**src/rtl/fifo_uart_tx_if.sv**
```systemverilog
// fifo_uart_tx_if: FIFO read port, enable and serial-side outputs of the FIFO-to-UART transmitter.
interface fifo_uart_tx_if #(parameter int WIDTH = 8);
    logic enable;
    logic [WIDTH-1:0] fifo_data;
    logic fifo_empty;
    logic fifo_rd_en;
    logic tx;
    logic busy;
    logic [15:0] frame_cnt;
    modport master(output enable, fifo_data, fifo_empty, input fifo_rd_en, tx, busy, frame_cnt);
    modport slave(input enable, fifo_data, fifo_empty, output fifo_rd_en, tx, busy, frame_cnt);
endinterface

```
**src/rtl/fifo_uart_tx.sv**
```systemverilog
// fifo_uart_tx: pops FIFO words and sends each as a UART frame
// (start, data LSB first, optional even parity, 1 or 2 stop bits).
module fifo_uart_tx #(
    parameter int WIDTH = 8,
    parameter int CLK_DIV = 16,
    parameter int PARITY_EN = 0,
    parameter int STOP_BITS = 1
) (
    input logic clk,
    input logic reset,
    fifo_uart_tx_if.slave bus
);
    localparam int DW = $clog2(CLK_DIV);
    localparam int BW = $clog2(WIDTH + 1);
    typedef enum logic [2:0] {IDLE, FETCH, LOAD, START, DATA, PARITY, STOP} state_t;
    state_t state, state_n;
    logic [DW-1:0] div, div_n;
    logic [BW-1:0] bit_cnt, bit_n;
    logic [WIDTH-1:0] sr, sr_n;
    logic par, par_n, tx_n, tick, more;
    logic [15:0] cnt_n;
    assign tick = div == DW'(CLK_DIV - 1);
    assign more = bus.enable && !bus.fifo_empty;
    always_comb begin
        state_n = state;
        div_n = (state inside {START, DATA, PARITY, STOP}) && !tick ? div + DW'(1) : '0;
        bit_n = bit_cnt;
        sr_n = sr;
        par_n = par;
        cnt_n = bus.frame_cnt;
        case (state)
            IDLE: state_n = more ? FETCH : IDLE;
            FETCH: state_n = LOAD;
            LOAD: begin
                state_n = START;
                sr_n = bus.fifo_data;
                par_n = ^bus.fifo_data;
            end
            START: state_n = tick ? DATA : START;
            DATA: if (tick) begin
                if (bit_cnt == BW'(WIDTH - 1)) begin
                    state_n = PARITY_EN != 0 ? PARITY : STOP;
                    bit_n = '0;
                end else begin
                    bit_n = bit_cnt + BW'(1);
                    sr_n = sr >> 1;
                end
            end
            PARITY: state_n = tick ? STOP : PARITY;
            STOP: if (tick) begin
                if (bit_cnt == BW'(STOP_BITS - 1)) begin
                    bit_n = '0;
                    cnt_n = bus.frame_cnt + 16'd1;
                    state_n = more ? FETCH : IDLE;
                end else begin
                    bit_n = bit_cnt + BW'(1);
                end
            end
            default: state_n = IDLE;
        endcase
        // tx is driven from next-state values so the registered line lines up with state
        tx_n = state_n == START ? 1'b0 :
               state_n == DATA ? sr_n[0] :
               state_n == PARITY ? par_n : 1'b1;
    end
    always_ff @(posedge clk or posedge reset) begin
        if (reset) begin
            state <= IDLE;
            div <= '0;
            bit_cnt <= '0;
            sr <= '0;
            par <= 1'b0;
            bus.tx <= 1'b1;
            bus.fifo_rd_en <= 1'b0;
            bus.busy <= 1'b0;
            bus.frame_cnt <= '0;
        end else begin
            state <= state_n;
            div <= div_n;
            bit_cnt <= bit_n;
            sr <= sr_n;
            par <= par_n;
            bus.tx <= tx_n;
            bus.fifo_rd_en <= state_n == FETCH;
            bus.busy <= state_n != IDLE;
            bus.frame_cnt <= cnt_n;
        end
    end
endmodule

```
**src/flat_wrapper.sv**
```systemverilog
// flat-port wrapper written by rule: the top's interface ports become plain ports
module fifo_uart_tx_flat 
#(
    parameter int WIDTH = 8,
    parameter int CLK_DIV = 16,
    parameter int PARITY_EN = 0,
    parameter int STOP_BITS = 1
)
  (clk, reset, bus_enable, bus_fifo_data, bus_fifo_empty, bus_fifo_rd_en, bus_tx, bus_busy, bus_frame_cnt);
  fifo_uart_tx_if #(.WIDTH(WIDTH)) bus_i ();
  input logic clk;
  input logic reset;
  input wire logic [$bits(bus_i.enable)-1:0] bus_enable;
  input wire logic [$bits(bus_i.fifo_data)-1:0] bus_fifo_data;
  input wire logic [$bits(bus_i.fifo_empty)-1:0] bus_fifo_empty;
  output wire logic [$bits(bus_i.fifo_rd_en)-1:0] bus_fifo_rd_en;
  output wire logic [$bits(bus_i.tx)-1:0] bus_tx;
  output wire logic [$bits(bus_i.busy)-1:0] bus_busy;
  output wire logic [$bits(bus_i.frame_cnt)-1:0] bus_frame_cnt;
  assign bus_i.enable = bus_enable;
  assign bus_i.fifo_data = bus_fifo_data;
  assign bus_i.fifo_empty = bus_fifo_empty;
  assign bus_fifo_rd_en = bus_i.fifo_rd_en;
  assign bus_tx = bus_i.tx;
  assign bus_busy = bus_i.busy;
  assign bus_frame_cnt = bus_i.frame_cnt;
  fifo_uart_tx #(.WIDTH(WIDTH), .CLK_DIV(CLK_DIV), .PARITY_EN(PARITY_EN), .STOP_BITS(STOP_BITS)) u_core (.clk(clk), .reset(reset), .bus(bus_i));
endmodule
```
**config.mk**
```make
export PLATFORM = sky130hd
export DESIGN_NAME = fifo_uart_tx_flat
export DESIGN_NICKNAME = d
export VERILOG_FILES = /design/src/rtl/fifo_uart_tx_if.sv /design/src/rtl/fifo_uart_tx.sv /design/src/flat_wrapper.sv
export SDC_FILE = /design/constraint.sdc
export NUM_CORES = 1
export LEC_CHECK = 0
export ABC_AREA = 1
export CAP_MARGIN = 20
export CORE_ASPECT_RATIO = 0.9
export CORE_MARGIN = 10
export CORE_UTILIZATION = 50
export DETAILED_ROUTE_END_ITERATION = 6
export PLACE_DENSITY_LB_ADDON = 0.2
export SYNTH_ARGS = -nofsm -noshare
export SYNTH_HDL_FRONTEND = slang
export SYNTH_SLANG_ARGS = --single-unit
```
**constraint.sdc**
```tcl
create_clock -name clk -period 2.65 [get_ports clk]
set_input_delay 0.53 -clock clk [delete_from_list [all_inputs] [get_ports clk]]
set_output_delay 0.53 -clock clk [all_outputs]
set_load 0.03 [all_outputs]
```
* Word-level counts from Yosys, hierarchy flattened
Cells that the tools add are included.
** Word-level totals
- Bits in registers :: 39
- Bits of input ports :: 12
- Output and inout bits :: 19
** Operators by class
- Add/subtract/negate cells :: 3
- Equal/unequal tests :: 15
- Multiplexer cells :: 21
- Reduce and logical (&&, ||, !) cells :: 14
** Operators with widths (number)
- case mux 3 bit (7 select lines) :: 1
- two-way mux 4 bit :: 5
- adder 16 x 1 -> 16 bit, second input constant :: 1
- two-way mux 8 bit :: 2
- case mux 8 bit (2 select lines) :: 1
- equality test 3 bit, second input constant :: 5
- two-way mux 3 bit :: 5
- equality test 3 x 2 -> 1 bit, second input constant :: 3
- AND reduction 3 bit :: 3
- adder 4 x 1 -> 4 bit, second input constant :: 2
- case mux 4 bit (2 select lines) :: 1
- parity 8 bit :: 1
- equality test 3 x 1 -> 1 bit, second input constant :: 2
- two-way mux 1 bit :: 5
- equality test 4 x 3 -> 1 bit, second input constant :: 1
- equality test 4 bit, second input constant :: 1
- zero test 4 bit :: 1
- inequality test 2 x 1 -> 1 bit, second input constant :: 2
- nonzero test 2 bit :: 2
- nonzero test 4 bit :: 1
- zero test 3 bit :: 1
- nonzero test 3 bit :: 1
- logical AND 1 bit :: 2
- zero test 1 bit :: 2
- other kinds (2) :: 2

* Depth between registers and ports, before layout
- Depth after elaboration :: 10
- Gate-level depth with buffers :: 11
- Mapped depth without buffers :: 11

* Worst setup path after synthesis
OpenSTA, ideal clock, no wires.
- Path kind :: register to register
- Start point :: reg u_core.bus.frame_cnt[1]
- End point :: reg u_core.bus.frame_cnt[12]
- Library setup time :: 0.134 ns
- Arrival :: 1.592 ns
- Data required time :: 2.516 ns
- Setup slack :: 0.923 ns
- Stages on the path, launching flop included :: 8
- Path through :: dfrtp_1 ha_1 nand3_1 nor3b_1 nand4_2 nor2_2 nand2_1 xnor2_1
** On the way
- Cells in the longest elaborated chain, start to end :: 1
** RTL lines
- start: declaration :: RTL line fifo_uart_tx_if.sv:11 : modport slave(input enable, fifo_data, fifo_empty, output fifo_rd_en, tx, busy, frame_cnt);
- start signal: assignment :: RTL line fifo_uart_tx.sv:86 : bus.frame_cnt <= cnt_n;
- adder 16 x 1 -> 16 bit :: RTL line fifo_uart_tx.sv:53 : cnt_n = bus.frame_cnt + 16'd1;
Every way passes these cells.
A chain may end at the register's enable or synchronous reset.

* Final worst setup path
- Start point :: reg u_core.bus.tx
- End point :: out bus_tx
** RTL lines
- start: declaration :: RTL line fifo_uart_tx_if.sv:11
- start signal: assignment :: RTL line fifo_uart_tx.sv:83 : bus.tx <= tx_n;
- end: declaration :: RTL line flat_wrapper.sv:17 : output wire logic [$bits(bus_i.tx)-1:0] bus_tx;
No word-level cell between the ends.

==> results.txt <==
----------------------------------------------------
[Synthesis]
  Portion of the post-synthesis area used by sequential elements ... 44.3%
  Post-Syn Nets ... 287
  Average instance area after synthesis ... 8.14 um2
  Number of different library cells in the post-synthesis netlist ... 31
  Top_reg_cell synth ... sky130_fd_sc_hd__dfrtp_1
  Count of flip-flops with a built-in enable after synthesis ... 0
  Yosys warning count ... 0
  Syn Std Cell Area ... 2200 um2
  Instance count of the mapped netlist ... 271
  Proportion of register bits with asynchronous set or reset after synthesis ... 100%
  Number of synthesized register bits ... 39

[Critical path]
  Worst-path maximum fanout ... 1
  Nature of the critical path endpoint ... output port
  Element type at the critical path start ... register
  Cells traversed along the worst timing path ... clkdlybuf4s50_1
  Class of the most critical setup path ... register to output port
  Combined buffer and inverter count along the critical path ... 1
  Slowest stage cell, crit path ... sky130_fd_sc_hd__clkdlybuf4s50_1
  Highest cell delay on the worst timing path ... 0.67 ns
  Largest delay share family, worst path ... buffers and inverters
  CP required ... 2.12 ns
  Crit path DAT ... 1.49 ns

[CTS]
  H-tree lvl count ... 2
  CTS Root Cell ... sky130_fd_sc_hd__clkbuf_8
  Clock tree from TritonCTS ... built
  Number of hold-repair buffers added at the cts stage ... 0
  Worst-path clk slew ... 0.08 ns
  Total clock sinks ... 39
  CTS buffer count ... 5
  Skew-Pair Late Insertion Delay ... 0.29 ns
  Number of instances resized during post-cts repair ... 0
  Buffers from clock root to sink, at most ... 2
  Number of post-CTS setup repair buffers ... 0

[Placed design]
  Place WS ... 0.808 ns
  DP Cell Count ... 362
  Global placement routability congestion ... 0.808
  Number of port buffers ... 30
  Placed wire-length estimate after detailed placement ... 3310 um

[Floorplan]
  Number of I/O pins ... 31
  Vertical die dimension ... 83.0 um
  Die Span X ... 90.0 um
  Die Area ... 7470 um2
  Initial core utilization ... 53.0%
  Core area ... 4160 um2
  Number of placement rows ... 22

[Flow run]
  Maximum capacitance violations ... 0

[Hold path]
  Min-delay worst type ... register to register

[Detailed routing]
  Remaining number of nets flagged by the antenna check after routing ... 0
  Violation count after the first detailed-routing iteration ... 62
  DR pass1 iterations ... 4
  Via count ... 1,751
  Routed vias/inst ... 4.73
  # DRC ... 0
  Total detailed-routing wirelength ... 4320 um
  Average routed wire per standard cell ... 11.7 um

[STA]
  Final setup fails ... 0
  FMAX ... 496 MHz
  Final-layout setup total negative slack ... 0 ns
  Min Clock Period, post-route ... 2.02 ns
  Final period util ... 76.1%
  Max_slew headroom ... 67.9%
  Total count of max-transition violations in the final report ... 0
  Largest clock skew in the final design ... 0.00622 ns
  Final hold viol count ... 0
  Measured slew at the worst slew-check pin ... 0.482 ns
  Final setup slack of the worst path ... 0.632 ns
  Unrepaired setup endpoints after global routing ... no

[Finish]
  Most frequent standard cell in the layout excluding fill and tap cells ... sky130_fd_sc_hd__nand2_1
  Most frequent cells in the layout ... sky130_fd_sc_hd__nand2_1 (78), sky130_fd_sc_hd__inv_1 (40), sky130_fd_sc_hd__dfrtp_1 (38), sky130_fd_sc_hd__clkdlybuf4s50_1 (30), sky130_fd_sc_hd__nor2_1 (18)
  Number of antenna cells inserted ... 0
  Final std cells w/o fill ... 370
  Syn-to-layout area delta ... 23.4%
  Area taken by flip-flops and latches ... 977 um2
  Fraction of final layout cells sized beyond drive strength 1 ... 11.9%
  Net count of the finished layout ... 325
  Number of filler cells placed in the layout ... 343
  Combined area of the multi-input logic cells ... 1060 um2

[Global route]
  GR Util All Layers ... 12.2%
  Largest net degree at the start of global routing ... 40
  Vias in the first global route ... 1,663
  First-pass GRT wire length ... 7810 um
  Initial antenna violation count ... 0
  Final global-route overflow total ... 0

[Power and ir drop]
  Power density over the cells ... 465 nW/um2
  Net switching power figure ... 0.254 mW
  Internal power contribution ... 1.01 mW
  Combinational share of power ... 5.7%
  Fraction of power consumed by sequential logic ... 48.0%
  Leakage ... 1.39 nW
  Clock network fraction of design power ... 46.3%
  Power Total ... 1.26 mW
  Highest ir drop seen on vdd ... 399 uV
  Switching fraction of total power ... 20.1%

[Status]
  Run status ... completed

----------------------------------------------------
power by group through the flow:
stage | Sequential, mW | Combinational (mW) | Clock (mW)
6_report | 0.607 | 0.0720 | 0.585
5_1_grt | 0.608 | 0.0830 | 0.624
3_5_place_dp | 0.619 | 0.0728 | 0
4_1_cts | 0.607 | 0.0729 | 0.596
2_1_floorplan | 0.619 | 0.0399 | 0
3_3_place_gp | 0.619 | 0.0718 | 0
metal layers:
metal,track usage (%),share of wire [%],vias to the layer above
met4,3.45,0.83,0
met3,3.78,4.6,4
met1,18.1,55,776
met2,16.5,40,39
li1,-,-,932
met5,0,0,-
through the flow:
step | utilization, % | hold slack (ns) | cell area (um2)
CTS | 65.4 | 0.460 | 2720
global placement | 62.3 | 0.452 | 2590
detailed placement | 62.3 | 0.450 | 2590
finish | 65.4 | 0.462 | 2720
floorplan | - | 0.433 | 2200
global route | 65.4 | 0.498 | 2720
area by class of cell:
class	instances	share of cell area, %
multi-input cells	188	39.1
flip-flops and latches	39	35.9
clock inverters	2	2.21
well taps	60	2.76
clock buffers	6	2.67
inverters	44	6.07
repair buffers	31	11.3
cells in the mapped netlist, types with 2 or more instances:
master | count | area [um2]
sky130_fd_sc_hd__a21oi_1 | 2 | 10.0
sky130_fd_sc_hd__a22oi_1 | 5 | 37.5
sky130_fd_sc_hd__dfrtp_1 | 38 | 951
sky130_fd_sc_hd__ha_1 | 4 | 50.1
sky130_fd_sc_hd__inv_1 | 40 | 150
sky130_fd_sc_hd__inv_2 | 4 | 15.0
sky130_fd_sc_hd__nand2_1 | 78 | 293
sky130_fd_sc_hd__nand2_2 | 3 | 18.8
sky130_fd_sc_hd__nand3_1 | 16 | 80.1
sky130_fd_sc_hd__nand3_2 | 3 | 30.0
sky130_fd_sc_hd__nand4_1 | 5 | 31.3
sky130_fd_sc_hd__nor2_1 | 18 | 67.6
sky130_fd_sc_hd__nor2_2 | 7 | 43.8
sky130_fd_sc_hd__nor2_4 | 4 | 45.0
sky130_fd_sc_hd__nor3_1 | 5 | 25.0
sky130_fd_sc_hd__o21ai_0 | 6 | 30.0
sky130_fd_sc_hd__o221ai_1 | 2 | 17.5
sky130_fd_sc_hd__xnor2_1 | 7 | 61.3
sky130_fd_sc_hd__xor2_1 | 12 | 105
logic make-up (layout without fill, tap and decap cells):
logic type | after synthesis | count (layout) | share of synthesized area [%]
XOR/XNOR | 19 | 19 | 7.55
AO/OA/AOI/OAI | 19 | 19 | 5.85
AND/OR/NAND/NOR | 146 | 146 | 32.5
adder cells (fa/ha/maj) | 4 | 4 | 2.27
flip-flops | 39 | 39 | 44.3
buffers and inverters | 44 | 83 | 7.49
path summary, 6_finish.rpt:
kind | startpoint | to | slack [ns] | cells after the start
worst max-delay path | u_core.bus.tx | bus_tx | 0.63 | 1
worst min-delay path | u_core.div[0] | u_core.div[0] | 0.46 | 1
worst max register to register | u_core.div[0] | u_core.bus.tx | 0.95 | 11
worst min register to register | u_core.div[0] | u_core.div[0] | 0.46 | 1
max in group asynchronous | reset | u_core.bus.tx | 1.64 | 3
min in group asynchronous | reset | u_core.bus.frame_cnt[1] | 0.65 | 3
registers in the layout, summed over array words and instances, names as in the netlist, 3 cells and up:
name	cells
u_core.bit_cnt	4
u_core.sr	8
u_core.div	4
u_core.state	3
u_core.bus.frame_cnt	16
Power figures use the tool's default switching activity.
